<file path="config.mk">
export PLATFORM = sky130hd
export DESIGN_NAME = elevator_dispatch
export DESIGN_NICKNAME = d
export VERILOG_FILES = /design/src/rtl/elevator_dispatch.sv
export SDC_FILE = /design/constraint.sdc
export NUM_CORES = 1
export LEC_CHECK = 0
export CAP_MARGIN = 30
export CELL_PAD_IN_SITES_DETAIL_PLACEMENT = 1
export CELL_PAD_IN_SITES_GLOBAL_PLACEMENT = 1
export CORE_MARGIN = 4
export CORE_UTILIZATION = 38
export DETAILED_ROUTE_END_ITERATION = 12
export PLACE_DENSITY = 0.77
export SLEW_MARGIN = 20
export SYNTH_ARGS = -nofsm -noshare
export SYNTH_HDL_FRONTEND = slang
export SYNTH_SLANG_ARGS = --single-unit
</file>
<file path="constraint.sdc">
create_clock -name i_clk -period 2.85 [get_ports i_clk]
set_clock_uncertainty 0.1 [all_clocks]
set_input_delay 0.285 -clock i_clk [delete_from_list [all_inputs] [get_ports i_clk]]
set_output_delay 0.285 -clock i_clk [all_outputs]
set_load 0.02 [all_outputs]
</file>
<file path="src/rtl/elevator_dispatch.sv">
// elevator_dispatch: LOOK-algorithm floor scheduler.
// Collects hall/car calls into a pending bitmask, issues one target floor at a
// time to the car over a valid/ready handshake, and times the door at each stop.
module elevator_dispatch #(
  parameter int N_FLOORS    = 8,
  parameter int FLOOR_W     = 3,
  parameter int DOOR_CYCLES = 4
) (
  input  logic                i_clk,
  input  logic                i_rst,
  input  logic                i_req_valid,
  input  logic [FLOOR_W-1:0]  i_req_floor,
  input  logic [FLOOR_W-1:0]  i_car_floor,
  input  logic                i_car_arrived,
  input  logic                i_tgt_ready,
  output logic                o_tgt_valid,
  output logic [FLOOR_W-1:0]  o_tgt_floor,
  output logic                o_door_open,
  output logic                o_dir_up,
  output logic                o_busy,
  output logic [N_FLOORS-1:0] o_pending,
  output logic                o_req_err
);

  typedef enum logic [1:0] {S_IDLE, S_ISSUE, S_MOVE, S_DOOR} state_t;

  localparam int                 TIMER_W     = (DOOR_CYCLES > 1) ? $clog2(DOOR_CYCLES) : 1;
  localparam logic [TIMER_W-1:0] TIMER_LOAD  = TIMER_W'(DOOR_CYCLES - 1);
  localparam logic [FLOOR_W:0]   FLOOR_LIMIT = (FLOOR_W+1)'(N_FLOORS);

  state_t              state, state_next;
  logic [TIMER_W-1:0]  timer;
  logic                req_ok, req_bad, req_here, req_set;
  logic                arrive_hit, door_restart, door_done, enter_issue, load_timer;
  logic [N_FLOORS-1:0] set_mask, clr_mask;
  logic                up_found, dn_found, sel_dir_up;
  logic [FLOOR_W-1:0]  up_floor, dn_floor, sel_floor;

  // Request and event qualification.
  assign req_bad      = i_req_valid && ({1'b0, i_req_floor} >= FLOOR_LIMIT);
  assign req_ok       = i_req_valid && !req_bad;
  assign req_here     = req_ok && (i_req_floor == i_car_floor);
  assign req_set      = req_ok && !(req_here && (state == S_IDLE || state == S_DOOR));
  assign arrive_hit   = (state == S_MOVE) && i_car_arrived && (i_car_floor == o_tgt_floor);
  assign door_restart = (state == S_DOOR) && req_here;
  assign door_done    = (state == S_DOOR) && (timer == '0) && !door_restart;
  assign enter_issue  = (state_next == S_ISSUE) && (state != S_ISSUE);
  assign load_timer   = (state_next == S_DOOR) && ((state != S_DOOR) || door_restart);

  // Decode the request and the served floor into one-hot set/clear masks.
  always_comb begin
    // NOTE: every always_comb output gets a default first so no path can infer a latch.
    set_mask = '0;
    clr_mask = '0;
    for (int i = 0; i < N_FLOORS; i++) begin
      if (req_set && (i_req_floor == FLOOR_W'(i))) set_mask[i] = 1'b1;
      if (arrive_hit && (o_tgt_floor == FLOOR_W'(i))) clr_mask[i] = 1'b1;
    end
  end

  // LOOK search: nearest pending floor above and below the car.
  always_comb begin
    up_found = 1'b0;
    up_floor = '0;
    dn_found = 1'b0;
    dn_floor = '0;
    for (int i = N_FLOORS - 1; i >= 0; i--) begin
      if (o_pending[i] && (FLOOR_W'(i) > i_car_floor)) begin
        up_found = 1'b1;
        up_floor = FLOOR_W'(i);
      end
    end
    for (int i = 0; i < N_FLOORS; i++) begin
      if (o_pending[i] && (FLOOR_W'(i) < i_car_floor)) begin
        dn_found = 1'b1;
        dn_floor = FLOOR_W'(i);
      end
    end
  end

  // Pick the target: keep sweeping, reverse only when nothing lies ahead.
  // A lone call at the car's own floor is served in place with direction kept.
  always_comb begin
    sel_floor  = i_car_floor;
    sel_dir_up = o_dir_up;
    if (o_dir_up) begin
      if (up_found)      begin sel_floor = up_floor; sel_dir_up = 1'b1; end
      else if (dn_found) begin sel_floor = dn_floor; sel_dir_up = 1'b0; end
    end else begin
      if (dn_found)      begin sel_floor = dn_floor; sel_dir_up = 1'b0; end
      else if (up_found) begin sel_floor = up_floor; sel_dir_up = 1'b1; end
    end
  end

  // State register.
  always_ff @(posedge i_clk or posedge i_rst) begin
    // NOTE: clocked state uses non-blocking assignments so every flop samples pre-edge values.
    if (i_rst) state <= S_IDLE;
    else       state <= state_next;
  end

  // Next-state logic.
  always_comb begin
    state_next = state;
    case (state)
      S_IDLE:  if (req_here)          state_next = S_DOOR;
               else if (|o_pending)   state_next = S_ISSUE;
      S_ISSUE: if (i_tgt_ready)       state_next = S_MOVE;
      S_MOVE:  if (arrive_hit)        state_next = S_DOOR;
      S_DOOR:  if (door_done)         state_next = (|o_pending) ? S_ISSUE : S_IDLE;
      default:                        state_next = S_IDLE;
    endcase
  end

  // State-decoded outputs.
  always_comb begin
    o_tgt_valid = (state == S_ISSUE);
    o_door_open = (state == S_DOOR);
    o_busy      = (state != S_IDLE);
  end

  // Pending mask, target/direction latch, door timer and error pulse.
  always_ff @(posedge i_clk or posedge i_rst) begin
    if (i_rst) begin
      o_pending   <= '0;
      o_tgt_floor <= '0;
      o_dir_up    <= 1'b1;
      timer       <= '0;
      o_req_err   <= 1'b0;
    end else begin
      // Clear beats set: a call for the floor being served is already satisfied.
      o_pending <= (o_pending | set_mask) & ~clr_mask;
      o_req_err <= req_bad;
      if (enter_issue) begin
        o_tgt_floor <= sel_floor;
        o_dir_up    <= sel_dir_up;
      end
      if (load_timer)                             timer <= TIMER_LOAD;
      else if (state == S_DOOR && timer != '0)    timer <= timer - 1'b1;
    end
  end

endmodule

</file>
Word-level counts from Yosys, hierarchy flattened. Cells that the tools add are included.

Register bits after elaboration: 16. Output and inout port bits: 16. Logic and storage cells: 169. Input bits: 11.

Reduce and logical (&&, ||, !) cells: 55. Magnitude comparators: 16. $add $sub $neg: 1. Bitwise logic cells: 3. Multiplexer cells: 66. Eq/ne operators: 23.

Operators with widths (count): 3-bit two-way mux (19); 1-bit logical AND (43); 1-bit two-way mux (39); 3-bit equality test (second input constant) (8); 2-bit two-way mux (7); 3-bit by 2-bit equality test with 1-bit output (second input constant) (4); 3-bit > comparator (first input constant) (4); 3-bit less-than comparator (first input constant) (4); 8-bit bitwise AND (1); 8-bit inverter (1); 8-bit bitwise OR (1); 2-bit case mux with 4 select lines (1); 8-bit OR reduction (1); 2-bit equality test (second input constant) (3); 3-bit by 1-bit equality test with 1-bit output (second input constant) (2); 3-bit equality test (2); 1-bit by 3-bit > comparator with 1-bit output (first input constant) (2); 2-bit by 3-bit > comparator with 1-bit output (first input constant) (2); 3-bit logical NOT (2); 1-bit by 3-bit less-than comparator with 1-bit output (first input constant) (2); 2-bit by 3-bit less-than comparator with 1-bit output (first input constant) (2); 2-bit nonzero test (3); 2-bit by 1-bit equality test with 1-bit output (second input constant) (2); 2-bit logical NOT (2); other kinds (5) (7).

Longest topological paths before layout. Gate-level depths: netlist of run 1.

Depth in word-level cells: 13. Mapped depth: 8. Depth with buffers taken out: 8.

Worst setup path after synthesis of run 1. Ideal clock, no wire load.

Kind: reg2reg. Start: register state[1]. End: register o_tgt_floor[0]. Data arrival time: 2376 ps. Setup time: 125 ps. Stages on the path, launching flop included: 9. Period minus slack after synthesis: 2601 ps. Slack: 249 ps. Required time: 2625 ps. Path buffers: 0. Cell sequence: dfrtp_1 -> inv_1 -> ha_1 -> nor2b_1 -> o31a_1 -> or3_1 -> o31ai_4 -> or3_4 -> mux2_4.

Elaborated cells between the ends (all ways): 19. Those cells by class: 5 x eq/ne; 6 x mux; 8 x reduce/logical.

RTL lines: from (decl) (RTL line 31) `state_t state, state_next;`; from (signal assigned) (RTL line 99) `else state <= state_next;`; 2-bit by 1-bit equality test with 1-bit output; via o_tgt_valid (RTL line 16) `output logic o_tgt_valid,`; 2-bit case mux with 4 select lines (RTL line 105) `case (state)`; 2-bit by 1-bit equality test with 1-bit output (RTL line 47) `assign enter_issue = (state_next == S_ISSUE) && (state != S_ISSUE);`; 1-bit logical AND (RTL line 47); to (signal assigned) (RTL line 135) `o_tgt_floor <= sel_floor;`; to (decl) (RTL line 17) `output logic [FLOOR_W-1:0] o_tgt_floor,`.

The timed path passes the listed nets, and every way through them passes these cells. A chain may end at the register's enable or synchronous reset.

Worst setup path in the final report of run 1.
Start: register state[1]. End: register o_tgt_floor[0].

Word-level cells in the longest chain between the ends: 8. Elaborated cells between the ends (all ways): 19. Those cells by class: 5 x eq/ne; 6 x mux; 8 x reduce/logical.

RTL lines: 2-bit equality test (RTL line 45, 46, 105); 1-bit logical AND (RTL line 45) `assign door_restart = (state == S_DOOR) && req_here;`; 1-bit logical NOT (RTL line 46) `assign door_done = (state == S_DOOR) && (timer == '0) && !door_restart;`; 1-bit logical AND (RTL line 46); 2-bit two-way mux (RTL line 110) `S_DOOR: if (door_done) state_next = (|o_pending) ? S_ISSUE : S_IDLE;`; 2-bit case mux with 4 select lines (RTL line 105); 2-bit by 1-bit equality test with 1-bit output (RTL line 47); 1-bit logical AND * (RTL line 47).

Every way passes the cells marked *; elsewhere a longest branch is shown, timed or not.

==> results of run 1 <==
## metal layers
layer / vias to the layer above / GRT usage / wire, um
met5: - / 0 / 0
met2: 46 / 0.328 / 2370
met3: 22 / 0.0345 / 135
li1: 729 / - / -
met4: 0 / 0.119 / 214
met1: 754 / 0.252 / 2160
## cell type report
cell class / instances / area [um2]
clock buffers: 4 / 45.0
inverters: 13 / 48.8
flip-flops and latches: 16 / 403
repair buffers: 32 / 303
well taps: 48 / 60.1
multi-input cells: 147 / 978
fillers: 477 / 1880
## cell usage in the layout (no fill, tap or decap), types with 2 or more instances in the layout
cell type | synthesis | routed
buf_4 | 1 | 7
nor4_1 | 3 | 3
clkdlybuf4s50_1 | 0 | 25
ha_1 | 7 | 7
xor2_1 | 3 | 3
a22oi_1 | 3 | 3
o21ai_1 | 9 | 9
a2bb2oi_1 | 2 | 2
a32oi_1 | 2 | 2
nand3_1 | 4 | 4
nor2_1 | 15 | 15
o21ai_0 | 7 | 7
nor2b_1 | 11 | 11
a31oi_1 | 6 | 6
clkbuf_8 | 0 | 3
nand2b_1 | 3 | 3
dfrtp_1 | 15 | 14
inv_1 | 13 | 13
mux2_4 | 3 | 3
o21a_1 | 3 | 3
o211ai_1 | 2 | 2
nand4_1 | 3 | 3
a22o_1 | 2 | 2
nand2_1 | 12 | 12
a21oi_1 | 20 | 20
xnor2_1 | 4 | 4
## sequential cells by signal, summed over array words and instances, names as in the netlist
signal	count
o_pending	8
state	2
o_tgt_floor	3
o_dir_up	1
timer	2
## logic make-up (layout without fill, tap and decap cells)
group                    count (synthesis)  in the layout  synth area share
XOR/XNOR                                 7              7            0.0416
adder cells (fa/ha/maj)                  7              7            0.0594
AND/OR/NAND/NOR                         61             61             0.227
AO/OA/AOI/OAI                           68             68             0.302
multiplexers                             3              3            0.0305
other                                    1              1           0.00254
buffers and inverters                   22             49            0.0645
flip-flops                              16             16             0.272
## worst max-delay path by stage
stage / from / slack (ns) / to
6_report: state[1] / 0.18 / o_tgt_floor[0]
5_1_grt: state[1] / 0.08 / o_tgt_floor[0]
4_1_cts: state[1] / 0.1 / o_tgt_floor[0]
3_5_place_dp: state[1] / 0.11 / o_tgt_floor[0]
3_3_place_gp: state[1] / 0.25 / o_tgt_floor[2]
2_1_floorplan: state[1] / 0.25 / o_tgt_floor[0]
## what timing repair did
action | 4_1_cts | 5_1_grt
setup endpoints to repair | 0 | 3
setup buffers | 0 | 0
resized for setup | 0 | 1
## through the flow
| step | hold slack, ns | setup WS, ns |
|---|---|---|
| after floorplan | 0.0980 | 0.249 |
| after global placement | 0.407 | 0.251 |
| after detailed placement | 0.428 | 0.107 |
| after CTS | 0.339 | 0.0980 |
| after global routing | 0.392 | 0.0753 |
| final | 0.333 | 0.178 |
## power by group
group / leakage, nW / switching, W / internal (W)
clock network: 0.0228 / 0.0000791 / 0.0000991
registers: 0.165 / 0.000132 / 0.000311
logic: 0.571 / 0.000541 / 0.000481
## worst max-delay path, stage by stage, from the launching register on
cell,delay [ns]
dfrtp_2,0.43
inv_1,0.10
ha_1,0.26
nor2b_1,0.17
o31a_1,0.28
or3_1,0.39
o31ai_4,0.32
or3_4,0.22
mux2_4,0.30
==> results_dict.tcl, run 1 <==
set metrics [dict create \
    ys_ff_latch 16 \
    area_growth_pct 24.6 \
    tightest_slew_ns 0.688 \
    globalRouteOverflowTotal 0 \
    r2r_start "state[1]" \
    p_per_area_nw_per_um2 894 \
    die_x_um 70.3 \
    grt_pass1_wl_mm 8.05 \
    min_path_type "in2async" \
    clkLatencyLatePin_ns 0.25 \
    maxSlewHeadroom 0.541 \
    ys.flop_type "dfrtp_1" \
    dr.first_iter.drc_count 78 \
    syn_inst 185 \
    status "complete, no violations" \
    synth-async-reset-ratio 1.00 \
    place.port_buffers 25 \
    num-nets-final 231 \
    grt_max_degree 21 \
    wl_mm 4.88 \
    fin_crit_sh 0.938 \
    dpl.hpwl_mm 3.78 \
    grt.total_usage 0.204 \
    htree_levels 1 \
    std_cell_rows 22 \
    gp_congestion 0.946 \
    clk_pin_slew_ns 0.07 \
    seq_area_frac_synth 0.272 \
    drt-pass1-iter-count 4 \
    synth-edff-count 0 \
    final_core_util 0.495 \
    antenna_left 0 \
    cts_hold_buffers 0 \
    cts_num_sinks 16 \
    ios 27 \
    antenna_found_initial 0 \
    die_h_um 70.3 \
    final_cell_area_um2 1840 \
    rsz0062_at_grt "false" \
    start_kind "register" \
    required_ns 2.88 \
    timing.final.hold_violations 0 \
    yosysMostFrequentCell "a21oi_1" \
    rr_endpoint "o_tgt_floor[0]" \
    dp_cells 256 \
    syn-num-nets 203 \
    end_kind "register" \
    ys_warn_count 0 \
    initial_core_util 0.397 \
    root_buffer "clkbuf_8" \
    instances_no_fill 260 \
    path_class "reg2reg" \
    syn_area_um2 1480 \
    synth_top_cell_area_share 0.254 \
    maxCapViolations 0 \
    layout-drive-gt1-share 0.0943 \
    routedWlPerCell_um 18.8 \
    yosys-top-cells-area "dfrtp_1, a21oi_1, ha_1" \
    dieArea_um2 4940 \
    vias_per_cell 5.97 \
    cts_buffer_depth 2 \
    critPathArrivalTime_ns 2.70 \
    power.leakage_nw 0.759 \
    reg2reg_depth 8 \
    first_global_vias 1608 \
    critical_path.max_fanout 8 \
    vias 1551 \
    fin_setup_tns_ns 0 \
    finalSetupViolations 0 \
    synth.distinct_cells 50 \
    postPlaceCellArea_um2 1790 \
    finalCriticalPeriod_ns 2.67 \
    p_total_w 0.00164 \
    synth_area_per_cell_um2 7.97 \
    fmax_ghz 0.374 \
    vdd_drop_max_mv 0.268 \
    drcViolationCount 0 \
    tritoncts "built" \
    antenna_cells 0 \
    design.core.area_um2 3720 \
    r2r_setup_slack_ns 0.18 \
    cts_buffers 3 \
    synth_top_area_cell "dfrtp_1" \
    ys_top_cells_by_count "a21oi_1, dfrtp_1, nor2_1" \
    drv_slew 0 \
]
Power figures use the tool's default switching activity.
==> run 2: changes to the inputs <==
--- a/config.mk
+++ b/config.mk
@@ -8,11 +8,11 @@
 export CAP_MARGIN = 30
 export CELL_PAD_IN_SITES_DETAIL_PLACEMENT = 1
 export CELL_PAD_IN_SITES_GLOBAL_PLACEMENT = 1
-export CORE_MARGIN = 4
+export CORE_MARGIN = 2
 export CORE_UTILIZATION = 38
 export DETAILED_ROUTE_END_ITERATION = 12
 export PLACE_DENSITY = 0.77
-export SLEW_MARGIN = 20
+export SLEW_MARGIN = 25
 export SYNTH_ARGS = -nofsm -noshare
 export SYNTH_HDL_FRONTEND = slang
 export SYNTH_SLANG_ARGS = --single-unit
==> results_dict.tcl, run 2 (same netlist as run 1, synthesis figures left out) <==
set metrics [dict create \
    grt.total_usage 0.224 \
    top_layer "met4" \
    area_growth_pct 24.7 \
    seqPwrFrac 0.277 \
    maxSlewHeadroom 0.568 \
    num-nets-final 230 \
    std_cell_rows 22 \
    first_global_vias 1578 \
    gp_congestion 0.845 \
    start_kind "register" \
    cts_resized 0 \
    fin_setup_tns_ns 0 \
    fin_crit_sh 0.948 \
    final_cell_mix "clkdlybuf4s50_1, a21oi_1, nor2_1, dfrtp_1, inv_1" \
    cts_hold_buffers 0 \
    finalCriticalPeriod_ns 2.70 \
    drt-pass1-iter-count 4 \
    fmax_ghz 0.370 \
    wl_mm 4.49 \
    drcViolationCount 0 \
    initial_core_util 0.400 \
    p_per_area_nw_per_um2 895 \
    dr.first_iter.drc_count 53 \
    setup_slack_ns 0.149 \
    cts_buffer_depth 2 \
    min_path_type "in2async" \
    timing.final.hold_violations 0 \
    pre_cts_slack_ns 0.159 \
    htree_levels 1 \
    vdd_drop_max_mv 0.354 \
    antenna_left 0 \
    clkLatencyLatePin_ns 0.25 \
    die_x_um 66.3 \
    dr_wl_met3_um 133 \
    layout-drive-gt1-share 0.0900 \
    dpl.hpwl_mm 3.56 \
    power.leakage_nw 0.762 \
    root_buffer "clkbuf_8" \
    clockPowerShare 0.124 \
    largest-register "o_pending" \
    dieArea_um2 4400 \
    p_sw_w 0.000742 \
    vias 1506 \
    maxCapViolations 0 \
    tritoncts "built" \
    dr_wl_met2_mm 2.22 \
    largest_register_ffs 8 \
    tightest_slew_ns 0.647 \
    vias_per_cell 5.81 \
    antenna_found_initial 0 \
    final_common_cell "clkdlybuf4s50_1" \
    wl_met1_mm 2.11 \
    finalSetupViolations 0 \
    critPathArrivalTime_ns 2.74 \
    cts_buffers 3 \
    grt_max_degree 21 \
    sw_frac_of_total 0.451 \
    p_int_w 0.000904 \
    combPwrFrac 0.599 \
    place.port_buffers 25 \
    design.core.area_um2 3690 \
    antenna_cells 0 \
    path_class "reg2reg" \
    rsz0062_at_grt "false" \
    status "complete, no violations" \
    globalRouteOverflowTotal 0 \
    drv_slew 0 \
    die_h_um 66.3 \
    critical_path.max_fanout 8 \
    cts_num_sinks 16 \
    required_ns 2.89 \
    r2r_setup_slack_ns 0.15 \
    biggestRegsByFlops "o_pending (8), o_tgt_floor (3)" \
    postCtsSetupRepairBufs 0 \
    clk_pin_slew_ns 0.06 \
    grt_pass1_wl_mm 7.64 \
    end_kind "register" \
    routedWlPerCell_um 17.3 \
    ios 27 \
]
==> run 2: cell types whose count changed in the layout (fill, tap and decap cells not counted) <==
| cell | before | now |
|---|---|---|
| buf_4 | 7 | 6 |
| clkbuf_8 | 3 | 4 |
| clkbuf_1 | 1 | 0 |
| dfrtp_2 | 1 | 0 |
| dfrtp_1 | 14 | 15 |
==> run 2: layout make-up <==
type | count | area (um2)
Sequential cell | 16 | 402
Inverter | 13 | 48.8
Timing Repair Buffer | 31 | 295
Fill cell | 465 | 1850
Clock buffer | 4 | 55.1
Tap cell | 48 | 60.1
Multi-Input combinational cell | 147 | 978
==> run 2: per-stage QoR <==
stage | hold slack [ns] | cell area (um2) | cells | total power [W] | util
floorplan | 0.0980 | 1480 | 185 | 0.00108 | -
global placement | 0.403 | 1780 | 255 | 0.00140 | 0.484
detailed placement | 0.417 | 1780 | 255 | 0.00145 | 0.484
CTS | 0.335 | 1840 | 259 | 0.00166 | 0.499
global route | 0.378 | 1840 | 259 | 0.00177 | 0.499
finish | 0.315 | 1840 | 259 | 0.00165 | 0.499
==> run 2: routing by layer <==
layer | global-route usage | vias to the layer above
met5 | 0 | -
met4 | 0.0383 | 0
met3 | 0.0375 | 5
met2 | 0.386 | 27
met1 | 0.297 | 748
li1 | - | 726
==> run 2: final timing paths <==
path / startpoint / end / depth (start not counted)
max in group asynchronous: i_rst / o_tgt_floor[1] / 2
min in group i_clk: timer[1] / timer[1] / 2
worst max register to register: state[1] / o_tgt_floor[0] / 8
worst min-delay path: i_rst / o_pending[0] / 2
worst max-delay path: state[1] / o_tgt_floor[0] / 8
worst min register to register: timer[1] / timer[1] / 2
==> run 2: critical path: stages (launching register included) <==
cell and delay (ns):
dfrtp_1 0.48, inv_1 0.12, ha_1 0.27, nor2b_1 0.16, o31a_1 0.26, or3_1 0.39
o31ai_4 0.30, or3_4 0.21, mux2_4 0.30
==> run 2: power by group through the flow <==
stage / Combinational (W) / Sequential [W] / Clock [W]
floorplan: 0.000616 / 0.000468 / 0
finish: 0.000986 / 0.000456 / 0.000204
CTS: 0.000993 / 0.000453 / 0.000211
detailed placement: 0.000991 / 0.000455 / 0
global route: 0.00108 / 0.000468 / 0.000220
global placement: 0.000951 / 0.000450 / 0
==> run 3: changes to the inputs <==
--- a/config.mk
+++ b/config.mk
@@ -8,7 +8,7 @@
 export CAP_MARGIN = 30
 export CELL_PAD_IN_SITES_DETAIL_PLACEMENT = 1
 export CELL_PAD_IN_SITES_GLOBAL_PLACEMENT = 1
-export CORE_MARGIN = 2
+export CORE_MARGIN = 4
 export CORE_UTILIZATION = 38
 export DETAILED_ROUTE_END_ITERATION = 12
 export PLACE_DENSITY = 0.77
==> results of run 3 <==
The final DEF is identical to that of run 1; final timing and power are the same.
